==> src/rtl/mem_arb_pkg.sv <==
// Shared types and widths for the memory refill arbiter and the cache
// controllers that talk to it.
package mem_arb_pkg;

  localparam int ADDR_W = 8;    // line address {tag[27:22], lineid}
  localparam int LINE_W = 128;  // one refill line, 4 x 32-bit words

  typedef enum logic [1:0] {
    ARB_IDLE  = 2'd0,
    ARB_ISSUE = 2'd1,
    ARB_RESP  = 2'd2
  } arb_state_t;

endpackage : mem_arb_pkg

==> src/rtl/mem_refill_arbiter_if.sv <==
// Bundle of requester-side and memory-side signals of the refill arbiter.
// master: the arbiter itself. slave: the requesters plus backing memory.
interface mem_refill_arbiter_if #(
  parameter int NUM_REQ = 2,
  parameter int ADDR_W  = mem_arb_pkg::ADDR_W,
  parameter int LINE_W  = mem_arb_pkg::LINE_W
);

  logic [NUM_REQ-1:0]        req_i;
  logic [NUM_REQ*ADDR_W-1:0] req_addr_i;
  logic [NUM_REQ-1:0]        gnt_o;
  logic [NUM_REQ-1:0]        done_o;
  logic [LINE_W-1:0]         rdata_o;
  logic                      mem_req_o;
  logic [ADDR_W-1:0]         mem_addr_o;
  logic [LINE_W-1:0]         mem_data_i;
  logic                      mem_comp_i;
  logic                      busy_o;

  modport master (
    input  req_i, req_addr_i, mem_data_i, mem_comp_i,
    output gnt_o, done_o, rdata_o, mem_req_o, mem_addr_o, busy_o
  );

  modport slave (
    output req_i, req_addr_i, mem_data_i, mem_comp_i,
    input  gnt_o, done_o, rdata_o, mem_req_o, mem_addr_o, busy_o
  );

endinterface : mem_refill_arbiter_if

==> src/rtl/mem_refill_arbiter_rr.sv <==
// Combinational round-robin picker: the winner is the first set request bit
// found when searching upward from ptr+1, wrapping modulo NUM_REQ.
module rr_arbiter #(
  parameter  int NUM_REQ = 2,
  localparam int IDX_W   = $clog2(NUM_REQ)
) (
  input  logic [NUM_REQ-1:0] req,
  input  logic [IDX_W-1:0]   ptr,
  output logic [NUM_REQ-1:0] gnt,
  output logic [IDX_W-1:0]   idx,
  output logic               any
);

  logic [IDX_W-1:0] cand;

  // Scan candidates ptr+1 .. ptr+NUM_REQ; the first requesting one wins.
  // NOTE: every output of a combinational block gets a default before any
  // conditional assignment, otherwise the tool infers a latch to hold it.
  always_comb begin
    gnt  = '0;
    idx  = '0;
    any  = 1'b0;
    cand = '0;
    for (int k = 1; k <= NUM_REQ; k++) begin
      cand = IDX_W'((int'(ptr) + k) % NUM_REQ);
      if (!any && req[cand]) begin
        any       = 1'b1;
        gnt[cand] = 1'b1;
        idx       = cand;
      end
    end
  end

endmodule : rr_arbiter

==> src/rtl/mem_refill_arbiter.sv <==
// Shares one backing-memory refill port among NUM_REQ cache controllers.
// One transaction at a time: IDLE picks a winner round-robin, ISSUE holds
// mem_req until mem_comp, RESP pulses done with the captured line.
module mem_refill_arbiter #(
  parameter int NUM_REQ = 2,
  parameter int ADDR_W  = mem_arb_pkg::ADDR_W,
  parameter int LINE_W  = mem_arb_pkg::LINE_W
) (
  input  logic                  clk,
  input  logic                  reset_n,
  mem_refill_arbiter_if.master  bus
);

  import mem_arb_pkg::*;

  localparam int IDX_W = $clog2(NUM_REQ);

  arb_state_t         state_q, state_d;
  logic [IDX_W-1:0]   win_id_q;
  logic [NUM_REQ-1:0] win_oh_q;
  logic [IDX_W-1:0]   rr_ptr_q;
  logic [ADDR_W-1:0]  addr_q;
  logic [LINE_W-1:0]  data_q;

  logic [NUM_REQ-1:0] pick_gnt;
  logic [IDX_W-1:0]   pick_idx;
  logic               pick_any;

  rr_arbiter #(.NUM_REQ(NUM_REQ)) u_rr (
    .req (bus.req_i),
    .ptr (rr_ptr_q),
    .gnt (pick_gnt),
    .idx (pick_idx),
    .any (pick_any)
  );

  // Next-state selection and per-state output decode.
  always_comb begin
    state_d       = state_q;
    bus.mem_req_o = 1'b0;
    bus.gnt_o     = '0;
    bus.done_o    = '0;
    case (state_q)
      ARB_IDLE: begin
        if (pick_any) state_d = ARB_ISSUE;
      end
      ARB_ISSUE: begin
        bus.mem_req_o = 1'b1;
        bus.gnt_o     = win_oh_q;
        if (bus.mem_comp_i) state_d = ARB_RESP;
      end
      ARB_RESP: begin
        bus.gnt_o  = win_oh_q;
        bus.done_o = win_oh_q;
        state_d    = ARB_IDLE;
      end
      default: state_d = ARB_IDLE;
    endcase
  end

  // State register; a reset mid-transaction simply abandons it.
  // NOTE: clocked state uses non-blocking assignments so every register
  // samples pre-edge values regardless of block evaluation order.
  always_ff @(posedge clk) begin
    if (!reset_n) state_q <= ARB_IDLE;
    else          state_q <= state_d;
  end

  // Transaction registers: winner and address latched on grant, line
  // captured on completion, rotation pointer advanced as the done pulse goes out.
  // NOTE: these are a handful of flops, not a memory array, so all of them
  // are reset; outputs therefore read zero straight out of reset.
  always_ff @(posedge clk) begin
    if (!reset_n) begin
      win_id_q <= '0;
      win_oh_q <= '0;
      rr_ptr_q <= IDX_W'(NUM_REQ - 1);
      addr_q   <= '0;
      data_q   <= '0;
    end else begin
      case (state_q)
        ARB_IDLE: begin
          if (pick_any) begin
            win_id_q <= pick_idx;
            win_oh_q <= pick_gnt;
            addr_q   <= bus.req_addr_i[pick_idx*ADDR_W +: ADDR_W];
          end
        end
        ARB_ISSUE: begin
          if (bus.mem_comp_i) data_q <= bus.mem_data_i;
        end
        ARB_RESP: begin
          rr_ptr_q <= win_id_q;
        end
        default: ;
      endcase
    end
  end

  assign bus.mem_addr_o = addr_q;
  assign bus.rdata_o    = data_q;
  assign bus.busy_o     = (state_q != ARB_IDLE);

endmodule : mem_refill_arbiter

==> src/flat_wrapper.sv <==
// flat-port wrapper written by rule: the top's interface ports become plain ports
module mem_refill_arbiter_flat import mem_arb_pkg::*;
#(
  parameter int NUM_REQ = 2,
  parameter int ADDR_W  = mem_arb_pkg::ADDR_W,
  parameter int LINE_W  = mem_arb_pkg::LINE_W
)
  (clk, reset_n, bus_req_i, bus_req_addr_i, bus_mem_data_i, bus_mem_comp_i, bus_gnt_o, bus_done_o, bus_rdata_o, bus_mem_req_o, bus_mem_addr_o, bus_busy_o);
  mem_refill_arbiter_if #(.NUM_REQ(NUM_REQ), .ADDR_W(ADDR_W), .LINE_W(LINE_W)) bus_i ();
  input  logic clk;
  input  logic reset_n;
  input wire logic [$bits(bus_i.req_i)-1:0] bus_req_i;
  input wire logic [$bits(bus_i.req_addr_i)-1:0] bus_req_addr_i;
  input wire logic [$bits(bus_i.mem_data_i)-1:0] bus_mem_data_i;
  input wire logic [$bits(bus_i.mem_comp_i)-1:0] bus_mem_comp_i;
  output wire logic [$bits(bus_i.gnt_o)-1:0] bus_gnt_o;
  output wire logic [$bits(bus_i.done_o)-1:0] bus_done_o;
  output wire logic [$bits(bus_i.rdata_o)-1:0] bus_rdata_o;
  output wire logic [$bits(bus_i.mem_req_o)-1:0] bus_mem_req_o;
  output wire logic [$bits(bus_i.mem_addr_o)-1:0] bus_mem_addr_o;
  output wire logic [$bits(bus_i.busy_o)-1:0] bus_busy_o;
  assign bus_i.req_i = bus_req_i;
  assign bus_i.req_addr_i = bus_req_addr_i;
  assign bus_i.mem_data_i = bus_mem_data_i;
  assign bus_i.mem_comp_i = bus_mem_comp_i;
  assign bus_gnt_o = bus_i.gnt_o;
  assign bus_done_o = bus_i.done_o;
  assign bus_rdata_o = bus_i.rdata_o;
  assign bus_mem_req_o = bus_i.mem_req_o;
  assign bus_mem_addr_o = bus_i.mem_addr_o;
  assign bus_busy_o = bus_i.busy_o;
  mem_refill_arbiter #(.NUM_REQ(NUM_REQ), .ADDR_W(ADDR_W), .LINE_W(LINE_W)) u_core (.clk(clk), .reset_n(reset_n), .bus(bus_i));
endmodule
==> config.mk <==
export PLATFORM = sky130hd
export DESIGN_NAME = mem_refill_arbiter_flat
export DESIGN_NICKNAME = d
export VERILOG_FILES = /design/src/rtl/mem_arb_pkg.sv /design/src/rtl/mem_refill_arbiter_if.sv /design/src/rtl/mem_refill_arbiter_rr.sv /design/src/rtl/mem_refill_arbiter.sv /design/src/flat_wrapper.sv
export SDC_FILE = /design/constraint.sdc
export NUM_CORES = 1
export LEC_CHECK = 0
export BUFFER_PORTS_ARGS = -buffer_cell sky130_fd_sc_hd__buf_2
export CORE_AREA = 4 4 127 117
export DETAILED_ROUTE_END_ITERATION = 12
export DIE_AREA = 0 0 131 121
export PLACE_DENSITY = 0.76
export SYNTH_ARGS = -nofsm -noshare
export SYNTH_HDL_FRONTEND = slang
export SYNTH_SLANG_ARGS = --single-unit
==> constraint.sdc <==
create_clock -name clk -period 1.3 [get_ports clk]
set_input_delay 0.13 -clock clk [delete_from_list [all_inputs] [get_ports clk]]
set_output_delay 0.13 -clock clk [all_outputs]
set_load 0.02 [all_outputs]
==> metrics, run 1 <==
status=complete, but fails checks; failing checks=setup timing; pre-CTS setup slack=-0.0633 ns; Worst Max-Slew Pin Slew=0.285 ns; Final ANT Viol Nets=0; Initial Utilization=0.400; clk root buf=clkbuf_16; antenna violations before repair=0; Filler Cell Count=862; share of layout cells above drive strength 1=0.418; R2R cell count=7; Cells after Synth=640; die width=131 µm; sw frac=0.317; Skew-Pair Late Insertion Delay=0.41 ns; ys async rst share=0; count leader, synth=nand2_1; number of inserted diodes=0; via count=6,459; GPL Wtd Cong=0.787; Distinct cells, synth=25; PwrDens=1340 mW/mm²; Seq pwr share=0.374; worst rel slew slack=0.810; worst hold path type=primary input to register; VDD IR max=0.00102 V; dpl cells=1,071; WL/cell=17.8 µm; Crit. End Element=register; CTS sink cnt=142; Syn-to-layout area delta=82.2%; Clock Path Buffers=2; CTS buffer count=17; switching power=4.23 mW; area leader, netlist=dfxtp_1; std cell rows=41; worst endpoint data arrival time=1.84 ns; Critical Path Start Type=register; Power Internal=9.10 mW; detailed placement HPWL=10.1 mm; largest net degree at the start of global routing=77; die area=0.0159 mm²; Fin. Hold Viols=0; register area share after synthesis=0.519; top cells by area, synth=dfxtp_1 52%, nand2_1 19%, a21boi_1 15%; post-synthesis net count=793; Synth warnings=0; final period demand of the worst path=1.54 ns; post-synthesis register bit count=142; Final nets=1,236; Crit Path Category=register to register; core footprint=0.0137 mm²; via/cell ratio=5.09; min setup slack post-route=-0.237 ns; DRC viols=0; Clk pwr share=0.330; Hold Crit Depth=3; Final Power=13.3 mW; final number of setup-violating endpoints=134; clk slew on worst S/H paths=0.06 ns; fmax=651 MHz; Slew Limit Fails=0; DR iter-0 viols=305; CTS tree=done; vias in the first global route=6,320; I/O Buffers=290; prevailing post-synth register cell=dfxtp_1; setup TNS=-11.94 ns; IO Count=291; Combinational Power Share=0.296; total track usage=0.246; H-tree Lvls=4; Max Cap Viol=0; crit path max fanout=8; Post-synth EDFFs=0; chip height=121 µm; global route overflow=0; first drt pass iteration count=5; Leakage=4.69 nW; first-pass GRT wire length=30.8 mm; clock skew=0.00898 ns; Detailed Route WL=22.6 mm; Yosys top cell area share=0.519; final instance count without filler cells=1,268; unrepaired setup endpoints after global routing=true; required time of the critical path=1.61 ns; Mapped Area=0.00548 mm²; part of the cycle the worst path needs=1.18; Avg Inst Size Synth=8.56 µm²; most frequent cells after synthesis=272 x nand2_1, 142 x dfxtp_1, 110 x a21boi_1, 20 x a21boi_0, 17 x a21oi_1
## power by group through the flow
stage	sequential (mW)	clock (mW)	combinational, mW
2_1_floorplan	5.50	0	1.17
3_3_place_gp	5.03	0	2.52
3_5_place_dp	5.04	0	2.54
4_1_cts	4.95	4.43	3.41
5_1_grt	5.02	4.63	4.17
6_report	4.99	4.41	3.94
## per-stage QoR
stage / instance area [µm²] / util / hold WS [ns]
after floorplan: 5490 / - / 0.264
after global placement: 7050 / 0.515 / 0.368
after detailed placement: 7050 / 0.515 / 0.375
after CTS: 9430 / 0.689 / 0.00276
after global routing: 9980 / 0.729 / 0.00768
final: 9980 / 0.729 / 0.0245
## critical path: stages, from the launching register on
cell and delay, ns:
dfxtp_2 0.34, buf_6 0.10, ha_4 0.16, and2_4 0.24, buf_12 0.14, buf_16 0.15
nand2_4 0.05, a21boi_1 0.25
## cell type report
class	instances	area (µm²)	share of cell area
Sequential cell	142	2850	0.285
Multi-Input combinational cell	449	2840	0.285
Clock inverter	10	65.1	0.00652
Clock buffer	22	464	0.0465
Tap cell	172	215	0.0216
Timing Repair Buffer	469	3530	0.354
Inverter	4	17.5	0.00175
## cells by family after synthesis
logic type,after synthesis,share of synthesized area
and+or+nand+nor,280,0.196
AOI/OAI and AO/OA,162,0.213
DFF,142,0.519
buffers and inverters,50,0.0591
adders and majority gates,4,0.00913
muxes,2,0.00365
## timing repair
action / CTS / global route
buffers inserted: 8 / 6
pin swaps: 4 / 75
gates resized for setup: 54 / 130
endpoints found under the setup margin: 94 / 145
hold buffers: 142 / 0
hold endpoints to repair: 136 / 0
cloned: 7 / 4
## flip-flops by register name, summed over array words and instances (netlist names)
signal	cells
u_core.bus.mem_addr_o	8
u_core.bus.rdata_o	128
u_core.rr_ptr_q	1
u_core.state_q	2
u_core.win_id_q	1
u_core.win_oh_q	2
## placed cells by master, fill, tap and decap left out, types with 2 or more instances in the layout
master / n
a21boi_1: 83
a21boi_0: 5
buf_8: 2
inv_2: 2
nand2_2: 4
clkbuf_16: 19
and2_4: 5
clkinv_2: 5
dfxtp_2: 2
mux2i_1: 2
clkbuf_8: 2
buf_12: 5
a21oi_1: 16
buf_4: 12
buf_16: 9
nand2_4: 35
o21ai_0: 8
clkinvlp_4: 3
a21boi_2: 42
dfxtp_1: 140
nand2_1: 232
ha_4: 3
clkbuf_1: 3
buf_2: 283
buf_6: 13
dlygate4sd3_1: 142
## worst paths after layout
check / startpoint / to / slack [ns]
min reg2reg: u_core.bus.rdata_o[80]$_SDFFE_PN0P_ / u_core.bus.rdata_o[80]$_SDFFE_PN0P_ / 0.45
max reg2reg: u_core.state_q[0]$_SDFFE_PN0P_ / u_core.bus.rdata_o[92]$_SDFFE_PN0P_ / -0.24
max: u_core.state_q[0]$_SDFFE_PN0P_ / u_core.bus.rdata_o[92]$_SDFFE_PN0P_ / -0.24
min: bus_req_addr_i[13] / u_core.bus.mem_addr_o[5]$_SDFFE_PN0P_ / 0.02
## routing by layer
layer / vias to the layer above / wire, µm / GRT usage
met5: - / 0 / 0
met4: 0 / 1030 / 0.113
met3: 95 / 1930 / 0.0744
met2: 364 / 11600 / 0.446
met1: 3043 / 8050 / 0.255
li1: 2957 / - / -
Note: power is estimated with default switching activity, not from simulation.
==> run 2, diff against run 1 <==
--- a/config.mk
+++ b/config.mk
@@ -6,10 +6,12 @@
 export NUM_CORES = 1
 export LEC_CHECK = 0
 export BUFFER_PORTS_ARGS = -buffer_cell sky130_fd_sc_hd__buf_2
-export CORE_AREA = 4 4 127 117
+export CELL_PAD_IN_SITES_DETAIL_PLACEMENT = 1
+export CELL_PAD_IN_SITES_GLOBAL_PLACEMENT = 1
+export CORE_AREA = 4 4 153 140
 export DETAILED_ROUTE_END_ITERATION = 12
-export DIE_AREA = 0 0 131 121
-export PLACE_DENSITY = 0.76
+export DIE_AREA = 0 0 157 144
+export PLACE_DENSITY_LB_ADDON = 0.1
 export SYNTH_ARGS = -nofsm -noshare
 export SYNTH_HDL_FRONTEND = slang
 export SYNTH_SLANG_ARGS = --single-unit
==> metrics, run 2 (synthesized netlist as in run 1, its figures left out) <==
antenna violations before repair=1; via/cell ratio=4.52; Critical Path Start Type=register; Slew Limit Fails=0; clk root buf=clkbuf_16; CTS buffer count=17; worst rel slew slack=0.714; dpl cells=1,160; worst r2r dst=u_core.bus.rdata_o[23]$_SDFFE_PN0P_; Fin. Hold Viols=0; met2 GRT Util=0.358; share of layout cells above drive strength 1=0.443; chip height=144 µm; Final ANT Viol Nets=0; die area=0.0226 mm²; family with the most delay on the worst path=flip-flops; final period demand of the worst path=1.48 ns; PwrDens=1360 mW/mm²; most frequent cells in the layout=283 x buf_2, 219 x nand2_1, 141 x dlygate4sd3_1; final instance count without filler cells=1,383; WL/cell=18.1 µm; CP dominant cell by count=buf_6; largest net degree at the start of global routing=53; Crit. End Element=output port; status=complete, but fails checks; r2r setup slk=-0.16 ns; Hold Crit Depth=3; Post-DP Area=0.00722 mm²; Max Cap Viol=0; Worst Max-Slew Pin Slew=0.429 ns; global route overflow=0; CTS sink cnt=142; crit path max fanout=3; first-pass GRT wire length=34.2 mm; CTS tree=done; fmax=674 MHz; H-tree Lvls=4; DR iter-0 viols=166; DRC viols=0; Leakage=4.94 nW; failing checks=setup timing; VDD IR max=0.000876 V; vias in the first global route=6,713; most common cell after layout, fill and taps aside=buf_2; GPL Wtd Cong=0.754; M3 GR Usage=0.0527; required time of the critical path=1.17 ns; crit-path max cell delay=0.34 ns; WHS=0.0207 ns; detailed placement HPWL=14.2 mm; final number of setup-violating endpoints=136; via count=6,252; IO Count=291; Final nets=1,267; worst path cell trace=inv_2, buf_6, ha_4, and2_4, buf_6; Reg-to-Reg Start=u_core.state_q[1]$_SDFFE_PN0P_; core footprint=0.0198 mm²; min setup slack post-route=-0.183 ns; clk slew on worst S/H paths=0.06 ns; worst endpoint data arrival time=1.35 ns; worst hold path type=primary input to register; I/O Buffers=290; part of the cycle the worst path needs=1.14; unrepaired setup endpoints after global routing=true; R2R cell count=8; max reg flops=128; min-delay src=bus_req_addr_i[10]; CP max stage cell=dfxtp_2; Top Usage Layer GRT=met2; Initial Utilization=0.277; clock skew=0.0101 ns; Final Cell Area=0.0107 mm²; die width=157 µm; total track usage=0.190; Syn-to-layout area delta=94.8%; first drt pass iteration count=4; Hold Crit Endpoint=u_core.bus.mem_addr_o[2]$_SDFFE_PN0P_; Clock Path Buffers=2; Skew-Pair Late Insertion Delay=0.42 ns; Detailed Route WL=25.1 mm; WP buf/inv=3; met1 Track Usage GR=0.207; std cell rows=49; Crit Path Category=register to output port
-- run 2: changes by cell type in the layout (fill, tap and decap cells not counted), moves of 4 or more --
| cell | before | now |
|---|---|---|
| nand2_1 | 232 | 219 |
| nand2_2 | 4 | 23 |
| a21boi_2 | 42 | 34 |
| buf_6 | 13 | 22 |
| clkbuf_16 | 19 | 33 |
| a21boi_1 | 83 | 95 |
| buf_12 | 5 | 11 |
| buf_16 | 9 | 4 |
| a21boi_0 | 5 | 1 |
| nand2_4 | 35 | 29 |
-- run 2: worst max-delay path by stage --
stage / from / end / slack, ns / cells after the start
floorplan: u_core.state_q[1]$_SDFFE_PN0P_ / u_core.state_q[1]$_SDFFE_PN0P_ / -0.006 / 5
global placement: u_core.state_q[0]$_SDFFE_PN0P_ / u_core.state_q[0]$_SDFFE_PN0P_ / -0.03 / 6
detailed placement: u_core.state_q[0]$_SDFFE_PN0P_ / u_core.state_q[0]$_SDFFE_PN0P_ / -0.15 / 6
CTS: u_core.state_q[0]$_SDFFE_PN0P_ / bus_done_o[1] / -0.18 / 5
global route: u_core.state_q[1]$_SDFFE_PN0P_ / u_core.bus.rdata_o[23]$_SDFFE_PN0P_ / -0.27 / 8
finish: u_core.state_q[0]$_SDFFE_PN0P_ / bus_done_o[1] / -0.18 / 5
-- run 2: routing by layer --
metal | routed length (µm) | share of wire | up-vias
met2 | 13200 | 0.52 | 192
met5 | 0 | 0 | -
met1 | 9850 | 0.39 | 2998
li1 | - | - | 3028
met4 | 495 | 0.020 | 0
met3 | 1560 | 0.062 | 34
-- run 2: metrics by stage --
step	total power [mW]	setup TNS, ns	setup WS, ns	util
after floorplan	6.67	-0.00635	-0.00635	-
after global placement	7.65	-0.569	-0.0313	0.365
after detailed placement	7.76	-8.17	-0.150	0.365
after CTS	13.7	-15.20	-0.179	0.488
after global routing	15.2	-25.61	-0.272	0.539
final	14.5	-14.92	-0.183	0.539
-- run 2: cell type report --
type | count | area, µm²
Antenna cell | 1 | 2.50
Clock buffer | 19 | 453
Clock inverter | 13 | 163
Fill cell | 2274 | 9130
Inverter | 4 | 20.0
Multi-Input combinational cell | 452 | 2880
Sequential cell | 142 | 2850
Tap cell | 255 | 319
Timing Repair Buffer | 497 | 3990
-- run 2: repair_timing --
| item | CTS | global route |
|---|---|---|
| gates cloned | 4 | 26 |
| hold buffers | 141 | 0 |
| setup endpoints to repair | 143 | 145 |
| gates resized for setup | 82 | 124 |
| buffers inserted | 15 | 7 |
| hold endpoints to repair | 136 | 0 |
| pin swaps | 14 | 75 |
-- run 2: report_power, final --
group | switching [mW] | total [mW] | leakage (nW) | internal (mW)
Combinational | 2.29 | 4.46 | 3.49 | 2.16
Clock | 1.97 | 5.10 | 0.296 | 3.13
Sequential | 0.223 | 4.98 | 1.16 | 4.76
Total | 4.49 | 14.5 | 4.94 | 10.0
-- run 2: worst reg2reg max path: cells and delay by family, from the launching register on --
| kind | cells | cell delay, ns |
|---|---|---|
| buf+inv | 4 | 0.50 |
| flops | 1 | 0.33 |
| simple gates | 2 | 0.32 |
| fa+ha+maj | 1 | 0.15 |
| compound gates | 1 | 0.11 |
==> run 3, diff against run 2 <==
--- a/config.mk
+++ b/config.mk
@@ -8,9 +8,10 @@
 export BUFFER_PORTS_ARGS = -buffer_cell sky130_fd_sc_hd__buf_2
 export CELL_PAD_IN_SITES_DETAIL_PLACEMENT = 1
 export CELL_PAD_IN_SITES_GLOBAL_PLACEMENT = 1
-export CORE_AREA = 4 4 153 140
+export CORE_AREA = 4 4 186 116
+export CTS_CLUSTER_DIAMETER = 30
 export DETAILED_ROUTE_END_ITERATION = 12
-export DIE_AREA = 0 0 157 144
+export DIE_AREA = 0 0 190 120
 export PLACE_DENSITY_LB_ADDON = 0.1
 export SYNTH_ARGS = -nofsm -noshare
 export SYNTH_HDL_FRONTEND = slang
==> metrics, run 3 (synthesized netlist as in run 1, its figures left out) <==
most frequent cells in the layout=283 x buf_2, 140 x dlygate4sd3_1, 140 x dfxtp_1; Clock Path Buffers=2; Initial Utilization=0.277; vias in the first global route=7,223; core footprint=0.0198 mm²; Setup crit start=u_core.state_q[0]$_SDFFE_PN0P_; Fin. Hold Viols=0; Crit Path Category=register to register; worst rel slew slack=0.780; part of the cycle the worst path needs=1.15; largest net degree at the start of global routing=51; antenna violations before repair=0; Clk pwr share=0.330; worst r2r dst=u_core.bus.rdata_o[51]$_SDFFE_PN0P_; worst endpoint data arrival time=1.84 ns; sw frac=0.319; DRC viols=0; max reg flops=128; first drt pass iteration count=4; fmax=671 MHz; final instance count without filler cells=1,401; Combinational Power Share=0.337; Detailed Route WL=28.0 mm; die area=0.0228 mm²; via/cell ratio=4.59; clock skew=0.00506 ns; total track usage=0.226; die width=190 µm; Worst Max-Slew Pin Slew=0.330 ns; chip height=120 µm; CTS sink cnt=142; first-pass GRT wire length=40.5 mm; Crit. End Element=register; global route overflow=0; number of inserted diodes=0; final period demand of the worst path=1.49 ns; std cell rows=40; Reg-to-Reg Start=u_core.state_q[0]$_SDFFE_PN0P_; Post-DP Area=0.00728 mm²; via count=6,426; Final Cell Area=0.0115 mm²; clk root buf=clkbuf_16; share of layout cells above drive strength 1=0.585; Hold Crit Endpoint=u_core.bus.mem_addr_o[0]$_SDFFE_PN0P_; r2r setup slk=-0.19 ns; clk slew on worst S/H paths=0.06 ns; Max Cap Viol=0; Hold Crit Depth=3; min setup slack post-route=-0.190 ns; Slew Limit Fails=0; Final Power=15.1 mW; I/O Buffers=290; Seq pwr share=0.333; VDD IR max=0.000914 V; Skew-Pair Late Insertion Delay=0.42 ns; Syn-to-layout area delta=110%; GPL Wtd Cong=0.773; min-delay src=bus_req_addr_i[8]; CTS buffer count=17; H-tree Lvls=4; CTS tree=done; IO Count=291; Final nets=1,268; detailed placement HPWL=14.4 mm; setup TNS=-13.45 ns; Power Internal=10.3 mW; Critical Path Start Type=register; WL/cell=20.0 µm; failing checks=setup timing; unrepaired setup endpoints after global routing=true; crit path max fanout=5; DR iter-0 viols=285; final number of setup-violating endpoints=134; dpl cells=1,178; PwrDens=1310 mW/mm²; switching power=4.83 mW; R2R cell count=8; Final ANT Viol Nets=0; most common cell after layout, fill and taps aside=buf_2; worst hold path type=primary input to register; Leakage=5.40 nW; status=complete, but fails checks; required time of the critical path=1.65 ns
run 3: cell count changes in the layout (fill, tap and decap cells not counted), moves of 4 or more:
cell / delta
nand2_2: +59
nand2_4: +62
clkbuf_1: +7
a21boi_1: -46
buf_12: +21
nand2_1: -121
clkbuf_16: -16
buf_16: +5
buf_4: -4
a21boi_2: +47
run 3: worst max path at each step:
stage / to
detailed placement: u_core.state_q[1]$_SDFFE_PN0P_
CTS: bus_gnt_o[0]
finish: u_core.bus.rdata_o[51]$_SDFFE_PN0P_
floorplan: u_core.state_q[1]$_SDFFE_PN0P_
global placement: u_core.bus.mem_addr_o[2]$_SDFFE_PN0P_
global route: u_core.bus.rdata_o[33]$_SDFFE_PN0P_
run 3: area by class of cell:
| type | instances | area (µm²) |
|---|---|---|
| clock inverters | 6 | 108 |
| flip-flops and latches | 142 | 2850 |
| inverters | 4 | 25.0 |
| clock buffers | 26 | 479 |
| fillers | 2191 | 8250 |
| repair buffers | 500 | 4090 |
| multi-input cells | 450 | 3630 |
| well taps | 273 | 342 |
run 3: critical path, cell delays in order (launching register included):
cell	delay [ns]
dfxtp_4	0.36
buf_6	0.10
ha_4	0.14
and2_4	0.21
buf_12	0.16
buf_12	0.13
buf_16	0.12
nand2_4	0.04
a21boi_2	0.13
run 3: per-stage QoR:
stage	hold slack [ns]	setup WS, ns	util
after detailed placement	0.377	-0.140	0.368
after CTS	0.00173	-0.224	0.561
final	0.0390	-0.190	0.583
after global placement	0.369	-0.0582	0.368
after floorplan	0.264	-0.00635	-
after global routing	0.0322	-0.254	0.583
run 3: layer usage:
layer	vias to the layer above	track usage	routed length (µm)
met5	-	0	0
met4	0	0.0592	453
met3	36	0.0669	1730
met2	203	0.410	14900
met1	3148	0.261	10800
li1	3039	-	-
run 3: repair_timing:
action | CTS | global route
buffers inserted | 36 | 8
hold endpoints to repair | 136 | 0
gates resized for setup | 249 | 223
gates cloned | 28 | 0
hold buffers | 140 | 0
pin swaps | 165 | 138
setup endpoints to repair | 142 | 144
run 3: power by group through the flow:
| stage | clock (mW) | combinational, mW | sequential, mW |
|---|---|---|---|
| global route | 5.35 | 5.39 | 5.09 |
| finish | 5.00 | 5.11 | 5.04 |
| global placement | 0 | 2.65 | 5.04 |
| floorplan | 0 | 1.17 | 5.50 |
| CTS | 5.13 | 4.98 | 5.00 |
| detailed placement | 0 | 2.74 | 5.06 |
